`config.mk`:
```
export PLATFORM = sky130hd
export DESIGN_NAME = microwave_control_flat
export DESIGN_NICKNAME = d
export VERILOG_FILES = /design/src/rtl/microwave_pkg.sv /design/src/rtl/microwave_control_if.sv /design/src/rtl/microwave_control_rise_detect.sv /design/src/rtl/microwave_control.sv /design/src/flat_wrapper.sv
export SDC_FILE = /design/constraint.sdc
export NUM_CORES = 1
export LEC_CHECK = 0
export CORE_MARGIN = 1.5
export CORE_UTILIZATION = 45
export DETAILED_ROUTE_END_ITERATION = 10
export DONT_BUFFER_PORTS = 1
export PLACE_DENSITY_LB_ADDON = 0.15
export SKIP_LAST_GASP = 1
export SLEW_MARGIN = 20
export SYNTH_ARGS = -nofsm -noshare
export SYNTH_HDL_FRONTEND = slang
export SYNTH_SLANG_ARGS = --single-unit
```
`constraint.sdc`:
```
create_clock -name CLK -period 4.94 [get_ports CLK]
set_input_delay 1.235 -clock CLK [delete_from_list [all_inputs] [get_ports CLK]]
set_output_delay 1.235 -clock CLK [all_outputs]
set_load 0.1 [all_outputs]
```
`src/rtl/microwave_pkg.sv`:
```
// Shared definitions for the microwave front-panel controller.
//   state_t           : FSM state encoding (IDLE/COOKING/PAUSED/DONE)
//   TICKS_PER_SEC_DEF : default clock cycles per one-second timer decrement
//   DONE_CYCLES_DEF   : default clock cycles the DONE (beep) state is held
//   cnt_w()           : bit width needed for a counter running 0..n-1
package microwave_pkg;

  typedef enum logic [1:0] {
    IDLE    = 2'd0,
    COOKING = 2'd1,
    PAUSED  = 2'd2,
    DONE    = 2'd3
  } state_t;

  localparam int unsigned TICKS_PER_SEC_DEF = 50_000_000;
  localparam int unsigned DONE_CYCLES_DEF   = 100_000_000;

  // A counter spanning 0..n-1 needs clog2(n) bits; never go below 1 bit.
  function automatic int unsigned cnt_w(input int unsigned n);
    return (n < 2) ? 1 : $clog2(n);
  endfunction

endpackage

```
`src/rtl/microwave_control_if.sv`:
```
// Front-panel / timer signal bundle for microwave_control.
//   start, stop     : panel buttons (levels)
//   door_closed     : door sensor, 1 = shut
//   timer_done      : from timer, 1 = count at 00:00
//   timer_enable    : one-cycle decrement pulse to the timer
//   timer_loadn     : 0 = timer digit entry allowed
//   timer_clearn    : active-low one-cycle timer clear
//   mag_on          : magnetron drive
//   beep            : buzzer (only when MICROWAVE_BEEP_EN is defined)
// Modports: slave = controller side, master = panel/timer side.
interface microwave_control_if;

  logic start;
  logic stop;
  logic door_closed;
  logic timer_done;
  logic timer_enable;
  logic timer_loadn;
  logic timer_clearn;
  logic mag_on;
`ifdef MICROWAVE_BEEP_EN
  logic beep;
`endif

  modport slave (
    input  start, stop, door_closed, timer_done,
`ifdef MICROWAVE_BEEP_EN
    output beep,
`endif
    output timer_enable, timer_loadn, timer_clearn, mag_on
  );

  modport master (
    output start, stop, door_closed, timer_done,
`ifdef MICROWAVE_BEEP_EN
    input  beep,
`endif
    input  timer_enable, timer_loadn, timer_clearn, mag_on
  );

endinterface

```
`src/rtl/microwave_control_rise_detect.sv`:
```
// Rising-edge detector: one register of the input plus an AND.
//   clk   : clock
//   clear : synchronous active-high reset
//   in    : level input
//   evt   : 1 while in is high and was low at the previous edge
module rise_detect (
  input  logic clk,
  input  logic clear,
  input  logic in,
  output logic evt
);

  logic in_q;

  always_ff @(posedge clk) begin
    if (clear) in_q <= 1'b0;
    else       in_q <= in;
  end

  assign evt = in & ~in_q;

endmodule

```
`src/rtl/microwave_control.sv`:
```
// Microwave front-panel control unit. Sequences magnetron, timer load/clear
// and the 1 Hz timer decrement from start/stop buttons and the door sensor.
//   CLK   : system clock (rising edge)
//   clear : synchronous active-high reset
//   bus   : microwave_control_if.slave (panel inputs, timer/magnetron outputs)
// Parameters: TICKS_PER_SEC (cycles per decrement, >= 2),
//             DONE_CYCLES (cycles DONE is held when the beeper is built in).
// Build option: MICROWAVE_BEEP_EN adds the beep output and the DONE hold
// counter; without it DONE lasts a single cycle.
module microwave_control
  import microwave_pkg::*;
#(
  parameter int unsigned TICKS_PER_SEC = TICKS_PER_SEC_DEF,
  parameter int unsigned DONE_CYCLES   = DONE_CYCLES_DEF
) (
  input logic                CLK,
  input logic                clear,
  microwave_control_if.slave bus
);

  localparam int unsigned   TW       = cnt_w(TICKS_PER_SEC);
  localparam logic [TW-1:0] TICK_MAX = TW'(TICKS_PER_SEC - 1);

  if (TICKS_PER_SEC < 2 || DONE_CYCLES < 1) begin : g_bad_param
    $error("microwave_control: TICKS_PER_SEC must be >= 2 and DONE_CYCLES >= 1");
  end

  logic start_evt;
  logic stop_evt;

  rise_detect u_start_rise (
    .clk   (CLK),
    .clear (clear),
    .in    (bus.start),
    .evt   (start_evt)
  );

  rise_detect u_stop_rise (
    .clk   (CLK),
    .clear (clear),
    .in    (bus.stop),
    .evt   (stop_evt)
  );

  logic          start_evt_p0;
  logic          stop_evt_p0;
  state_t        state_p1;
  state_t        state_nxt;
  logic [TW-1:0] tick_p1;
  logic [TW-1:0] tick_nxt;
  logic          enable_nxt;
  logic          clearn_nxt;
  logic          timer_enable_p1;
  logic          timer_loadn_p1;
  logic          timer_clearn_p1;
  logic          mag_on_p1;

`ifdef MICROWAVE_BEEP_EN
  localparam int unsigned   HW       = cnt_w(DONE_CYCLES);
  localparam logic [HW-1:0] HOLD_MAX = HW'(DONE_CYCLES - 1);
  logic [HW-1:0] hold_p1;
  logic [HW-1:0] hold_nxt;
  logic          beep_p1;
`endif

  // Stage p0: button events are registered before the FSM acts on them.
  always_ff @(posedge CLK) begin
    if (clear) begin
      start_evt_p0 <= 1'b0;
      stop_evt_p0  <= 1'b0;
    end else begin
      start_evt_p0 <= start_evt;
      stop_evt_p0  <= stop_evt;
    end
  end

  // Next-state and next-output decode. Door and timer_done are used raw so
  // an opened door drops the magnetron on the very next edge.
  always_comb begin
    state_nxt  = state_p1;
    tick_nxt   = tick_p1;
    enable_nxt = 1'b0;
    clearn_nxt = 1'b1;
`ifdef MICROWAVE_BEEP_EN
    hold_nxt   = '0;
`endif
    unique case (state_p1)
      IDLE: begin
        if (stop_evt_p0) begin
          clearn_nxt = 1'b0;
        end else if (start_evt_p0 && bus.door_closed && !bus.timer_done) begin
          state_nxt = COOKING;
          tick_nxt  = '0;
        end
      end
      COOKING: begin
        if (!bus.door_closed) begin
          state_nxt = PAUSED;
        end else if (bus.timer_done) begin
          // Leaving for DONE suppresses a decrement that would wrap here.
          state_nxt = DONE;
        end else if (stop_evt_p0) begin
          state_nxt = PAUSED;
        end else if (tick_p1 == TICK_MAX) begin
          tick_nxt   = '0;
          enable_nxt = 1'b1;
        end else begin
          tick_nxt = tick_p1 + TW'(1);
        end
      end
      PAUSED: begin
        // Tick counter holds so a resume finishes the partial second.
        if (stop_evt_p0) begin
          state_nxt  = IDLE;
          clearn_nxt = 1'b0;
        end else if (start_evt_p0 && bus.door_closed) begin
          state_nxt = COOKING;
        end
      end
      DONE: begin
        if (stop_evt_p0) begin
          state_nxt = IDLE;
        end else begin
`ifdef MICROWAVE_BEEP_EN
          if (hold_p1 == HOLD_MAX) state_nxt = IDLE;
          else                     hold_nxt  = hold_p1 + HW'(1);
`else
          state_nxt = IDLE;
`endif
        end
      end
      default: state_nxt = IDLE;
    endcase
  end

  // Stage p1: state, counters and all outputs registered together.
  always_ff @(posedge CLK) begin
    if (clear) begin
      state_p1        <= IDLE;
      tick_p1         <= '0;
      timer_enable_p1 <= 1'b0;
      timer_loadn_p1  <= 1'b0;
      timer_clearn_p1 <= 1'b1;
      mag_on_p1       <= 1'b0;
`ifdef MICROWAVE_BEEP_EN
      hold_p1         <= '0;
      beep_p1         <= 1'b0;
`endif
    end else begin
      state_p1        <= state_nxt;
      tick_p1         <= tick_nxt;
      timer_enable_p1 <= enable_nxt;
      timer_loadn_p1  <= (state_nxt != IDLE);
      timer_clearn_p1 <= clearn_nxt;
      mag_on_p1       <= (state_nxt == COOKING);
`ifdef MICROWAVE_BEEP_EN
      hold_p1         <= hold_nxt;
      beep_p1         <= (state_nxt == DONE);
`endif
    end
  end

  assign bus.timer_enable = timer_enable_p1;
  assign bus.timer_loadn  = timer_loadn_p1;
  assign bus.timer_clearn = timer_clearn_p1;
  assign bus.mag_on       = mag_on_p1;
`ifdef MICROWAVE_BEEP_EN
  assign bus.beep         = beep_p1;
`endif

endmodule

```
`src/flat_wrapper.sv`:
```
// flat-port wrapper written by rule: the top's interface ports become plain ports
module microwave_control_flat import microwave_pkg::*;
#(
  parameter int unsigned TICKS_PER_SEC = TICKS_PER_SEC_DEF,
  parameter int unsigned DONE_CYCLES   = DONE_CYCLES_DEF
)
  (CLK, clear, bus_start, bus_stop, bus_door_closed, bus_timer_done, bus_timer_enable, bus_timer_loadn, bus_timer_clearn, bus_mag_on);
  microwave_control_if bus_i ();
  input logic CLK;
  input logic clear;
  input wire logic [$bits(bus_i.start)-1:0] bus_start;
  input wire logic [$bits(bus_i.stop)-1:0] bus_stop;
  input wire logic [$bits(bus_i.door_closed)-1:0] bus_door_closed;
  input wire logic [$bits(bus_i.timer_done)-1:0] bus_timer_done;
  output wire logic [$bits(bus_i.timer_enable)-1:0] bus_timer_enable;
  output wire logic [$bits(bus_i.timer_loadn)-1:0] bus_timer_loadn;
  output wire logic [$bits(bus_i.timer_clearn)-1:0] bus_timer_clearn;
  output wire logic [$bits(bus_i.mag_on)-1:0] bus_mag_on;
  assign bus_i.start = bus_start;
  assign bus_i.stop = bus_stop;
  assign bus_i.door_closed = bus_door_closed;
  assign bus_i.timer_done = bus_timer_done;
  assign bus_timer_enable = bus_i.timer_enable;
  assign bus_timer_loadn = bus_i.timer_loadn;
  assign bus_timer_clearn = bus_i.timer_clearn;
  assign bus_mag_on = bus_i.mag_on;
  microwave_control #(.TICKS_PER_SEC(TICKS_PER_SEC), .DONE_CYCLES(DONE_CYCLES)) u_core (.CLK(CLK), .clear(clear), .bus(bus_i));
endmodule
```
==> Implementation_results.wiki <==
{| class="wikitable"
! Metric !! Value
|-
| Outcome || finished, final reports clean
|-
| Setup TNS Final || 0 ns
|-
| Floorplan Core Area || 3770 µm²
|-
| Initial Util || 0.483
|-
| Most used flip-flop cell after synthesis || sky130_fd_sc_hd__dfxtp_1
|-
| Class of the most critical hold timing path || register to register
|-
| Kind of cell with the highest combined delay on the critical path || simple AND/OR/NAND/NOR gates
|-
| Critical Path Source Type || primary input
|-
| Most used cells in the layout excluding fill and tap cells || 36 x sky130_fd_sc_hd__dfxtp_1, 20 x sky130_fd_sc_hd__nand3_1, 20 x sky130_fd_sc_hd__nand2_1, 15 x sky130_fd_sc_hd__nor2_1, 15 x sky130_fd_sc_hd__a21oi_1
|-
| Violation count after the first detailed-routing iteration || roughly 110
|-
| Number of antenna repair diodes || 0
|-
| GRT overflow || 0
|-
| Power density over the cells || 290 nW/µm²
|-
| Max-Slew Margin vs Limit || 0.368
|-
| Critical Path Sink || u_core.tick_p1[20]$_SDFFE_PP0P_
|-
| Worst setup margin || 1.95 ns
|-
| Post-route ant nets || 0
|-
| RSZ-0062 raised after global routing || false
|-
| Clock-pin slew on the worst setup and hold paths || about 0.070 ns
|-
| Number of maximum-capacitance violations || 0
|-
| Number of synthesized register bits || 36
|-
| Final slew viol count || 0
|-
| Total of hold buffers inserted after clock tree synthesis || 0
|-
| CP required || approximately 5.2 ns
|-
| Placer congestion estimate || 0.784
|-
| Hold WS || 0.390 ns
|-
| Resized cells post-CTS || 0
|-
| Worst-case reg-to-reg path depth || 6
|-
| Part of the cycle the worst path needs || 0.606
|-
| Via density per instance || 6.05
|-
| Number of distinct standard cells referenced by the synthesized netlist || between 40 and 50
|-
| Critical register-to-register path endpoint || u_core.tick_p1[20]$_SDFFE_PP0P_
|-
| Number of port buffers || 0
|-
| Die width || between 60 and 70 µm
|-
| Levels on crit path || 6
|-
| Syn nets || 215
|-
| Bufs and invs on worst path || 1
|-
| Max Clock Skew || 0.00585 ns
|-
| Crit path capture type || register
|-
| Synth Warn # || 0
|-
| Post-Route WL || 3800 µm
|-
| Routed wire per std cell || 14.7 µm
|-
| Maximum number of pins on one net before global-route repair || 36
|-
| Cell at the slowest stage of the critical path || sky130_fd_sc_hd__a211oi_4
|-
| Startpoint-to-endpoint class of the critical path || primary input to register
|-
| Leakage power || slightly below 0.7 nW
|-
| Place WS || approximately 1.5 ns
|-
| Via count || 1562
|-
| Register-to-Register Setup Slack || 2.51 ns
|-
| Transition time at the pin with the least slew margin || 0.946 ns
|-
| Num CTS Buffers || 5
|-
| Critical path arrival || 3.23 ns
|-
| Area of the mapped netlist || 1820 µm²
|-
| Layout Nets || around 220
|-
| Number of failing setup endpoints in the final timing report || 0
|-
| Clock tree from TritonCTS || built
|-
| Number of antenna violations at the first check in global routing || 0
|-
| Router iterations before antenna repair || 4
|-
| Max H-tree Level || 2
|-
| Die Outline Area || 4440 µm²
|-
| Fillers || around 360
|-
| Fin. Hold Viols || 0
|-
| Number of remaining DRC errors || 0
|-
| Leading cell type in the layout, fill and taps excluded || sky130_fd_sc_hd__dfxtp_1
|-
| Die outline height || between 60 and 70 µm
|-
| Clock sink count || 36
|-
| Avg Cell Area, Syn || 8.76 µm²
|-
| Post-route minimum period || roughly 3.0 ns
|-
| Row cnt || 22
|-
| Critical-path maximum fanout || 18
|-
| Total power consumption of the routed design || 0.571 mW
|-
| Later-pin clock latency in the skew report || slightly below 0.3 ns
|-
| Global-route wire length before repair || roughly 6500 µm
|-
| Postcts setup bufs || 0
|-
| HPWL reported at the end of detailed placement || 2670 µm
|-
| Area delta synth->final || 8.10%
|-
| Share of cells above drive strength 1 || 0.105
|-
| Buffer cell driving the clock tree root || sky130_fd_sc_hd__clkbuf_8
|-
| Max Freq || 334 MHz
|-
| Crit path launch || bus_timer_done
|-
| Part of the Yosys area used for sequential elements || 0.395
|-
| Number of instances in the synthesized netlist || ~210
|-
| Maximum vdd ir drop || 0.198 mV
|-
| Number of enable flip-flop cells after synthesis || 0
|-
| Clock tree buffer depth || 2
|-
| Overall routing resource usage || 0.198
|-
| Top Ports || 10
|-
| Number of global-route vias before repair || 1479
|-
| Hold Path Stages || 1
|-
| Delay of the slowest cell on the worst path || 0.59 ns
|-
| Fraction of registers with async set or reset after synthesis || 0
|-
| Critical path, cell by cell || or3b_4, or2_4, a211oi_4, buf_6, or3b_1, nand3_1
|-
| Launching point of the worst reg2reg path || u_core.stop_evt_p0$_SDFF_PP0_
|}
[worst min-delay path by stage]
stage                                        start                             end
6_report        u_core.u_stop_rise.in_q$_SDFF_PP0_   u_core.stop_evt_p0$_SDFF_PP0_
5_1_grt        u_core.u_start_rise.in_q$_SDFF_PP0_  u_core.start_evt_p0$_SDFF_PP0_
4_1_cts        u_core.u_start_rise.in_q$_SDFF_PP0_  u_core.start_evt_p0$_SDFF_PP0_
3_5_place_dp   u_core.u_start_rise.in_q$_SDFF_PP0_  u_core.start_evt_p0$_SDFF_PP0_
3_3_place_gp    u_core.u_stop_rise.in_q$_SDFF_PP0_   u_core.stop_evt_p0$_SDFF_PP0_
2_1_floorplan  u_core.u_start_rise.in_q$_SDFF_PP0_  u_core.start_evt_p0$_SDFF_PP0_
[final cells by class]
| class | count | area (µm²) | share of cell area |
|---|---|---|---|
| Clock buffer | 5 | 68.8 | 0.0349 |
| Sequential cell | 36 | 721 | 0.366 |
| Clock inverter | 3 | 42.5 | 0.0216 |
| Tap cell | 48 | 60.1 | 0.0305 |
| Timing Repair Buffer | 2 | 18.8 | 0.00952 |
| Inverter | 5 | 18.8 | 0.00952 |
| Multi-Input combinational cell | 159 | 1040 | 0.528 |
[metal layers]
layer  up-vias  track usage  part of all wire
met5         -            0                 0
met4         0       0.0536             0.011
met3         5       0.0659             0.036
met2        28        0.326              0.48
met1       761        0.246              0.48
li1        768            -                 -
[power breakdown]
group	internal (mW)	leakage, nW	total (mW)	switching, mW
clock	0.149	0.0541	0.255	0.106
combinational	0.00697	0.343	0.0160	0.00904
sequential	0.293	0.291	0.300	0.00693
total	0.449	0.689	0.571	0.122
[logic make-up after synthesis]
kind of cell / synth area share
adders and majority gates: 0.00686
muxes: 0.0549
buffers and inverters: 0.0336
and+or+nand+nor: 0.356
AOI/OAI and AO/OA: 0.135
xor gates and xnor gates: 0.0192
DFF: 0.395
[Yosys cell counts (3+ instances only)]
master | instances | area, µm²
sky130_fd_sc_hd__dfxtp_1 | 36 | 721
sky130_fd_sc_hd__nand2_1 | 20 | 75.1
sky130_fd_sc_hd__nand3_1 | 20 | 100
sky130_fd_sc_hd__a21oi_1 | 15 | 75.1
sky130_fd_sc_hd__nor2_1 | 15 | 56.3
sky130_fd_sc_hd__nand4_1 | 12 | 75.1
sky130_fd_sc_hd__mux2i_1 | 10 | 100
sky130_fd_sc_hd__and3_1 | 8 | 50.1
sky130_fd_sc_hd__and2_1 | 5 | 31.3
sky130_fd_sc_hd__clkbuf_1 | 5 | 18.8
sky130_fd_sc_hd__inv_1 | 5 | 18.8
sky130_fd_sc_hd__a22o_1 | 4 | 35.0
sky130_fd_sc_hd__nor2b_1 | 4 | 25.0
sky130_fd_sc_hd__a21o_1 | 3 | 22.5
sky130_fd_sc_hd__a31oi_1 | 3 | 18.8
sky130_fd_sc_hd__nor3b_1 | 3 | 22.5
sky130_fd_sc_hd__o21ai_0 | 3 | 15.0
sky130_fd_sc_hd__or3b_1 | 3 | 26.3
sky130_fd_sc_hd__xnor2_1 | 3 | 26.3
[sequential cells by signal (all words and copies together), names as in the netlist]
| signal | flops |
|---|---|
| u_core.bus.timer_loadn | 1 |
| u_core.u_stop_rise.in_q | 1 |
| u_core.bus.mag_on | 1 |
| u_core.state_p1 | 2 |
| u_core.start_evt_p0 | 1 |
| u_core.bus.timer_clearn | 1 |
| u_core.tick_p1 | 26 |
| u_core.stop_evt_p0 | 1 |
| u_core.u_start_rise.in_q | 1 |
| u_core.bus.timer_enable | 1 |
[stage by stage]
| stage | std cells | util | cell area, µm² |
|---|---|---|---|
| 6_report | 258 | 0.523 | 1970 |
| 5_1_grt | 258 | 0.523 | 1970 |
| 4_1_cts | 257 | 0.520 | 1960 |
| 3_5_place_dp | 249 | 0.490 | 1850 |
| 3_3_place_gp | 249 | 0.490 | 1850 |
| 2_1_floorplan | 208 | - | 1820 |
Power figures use the tool's default switching activity.
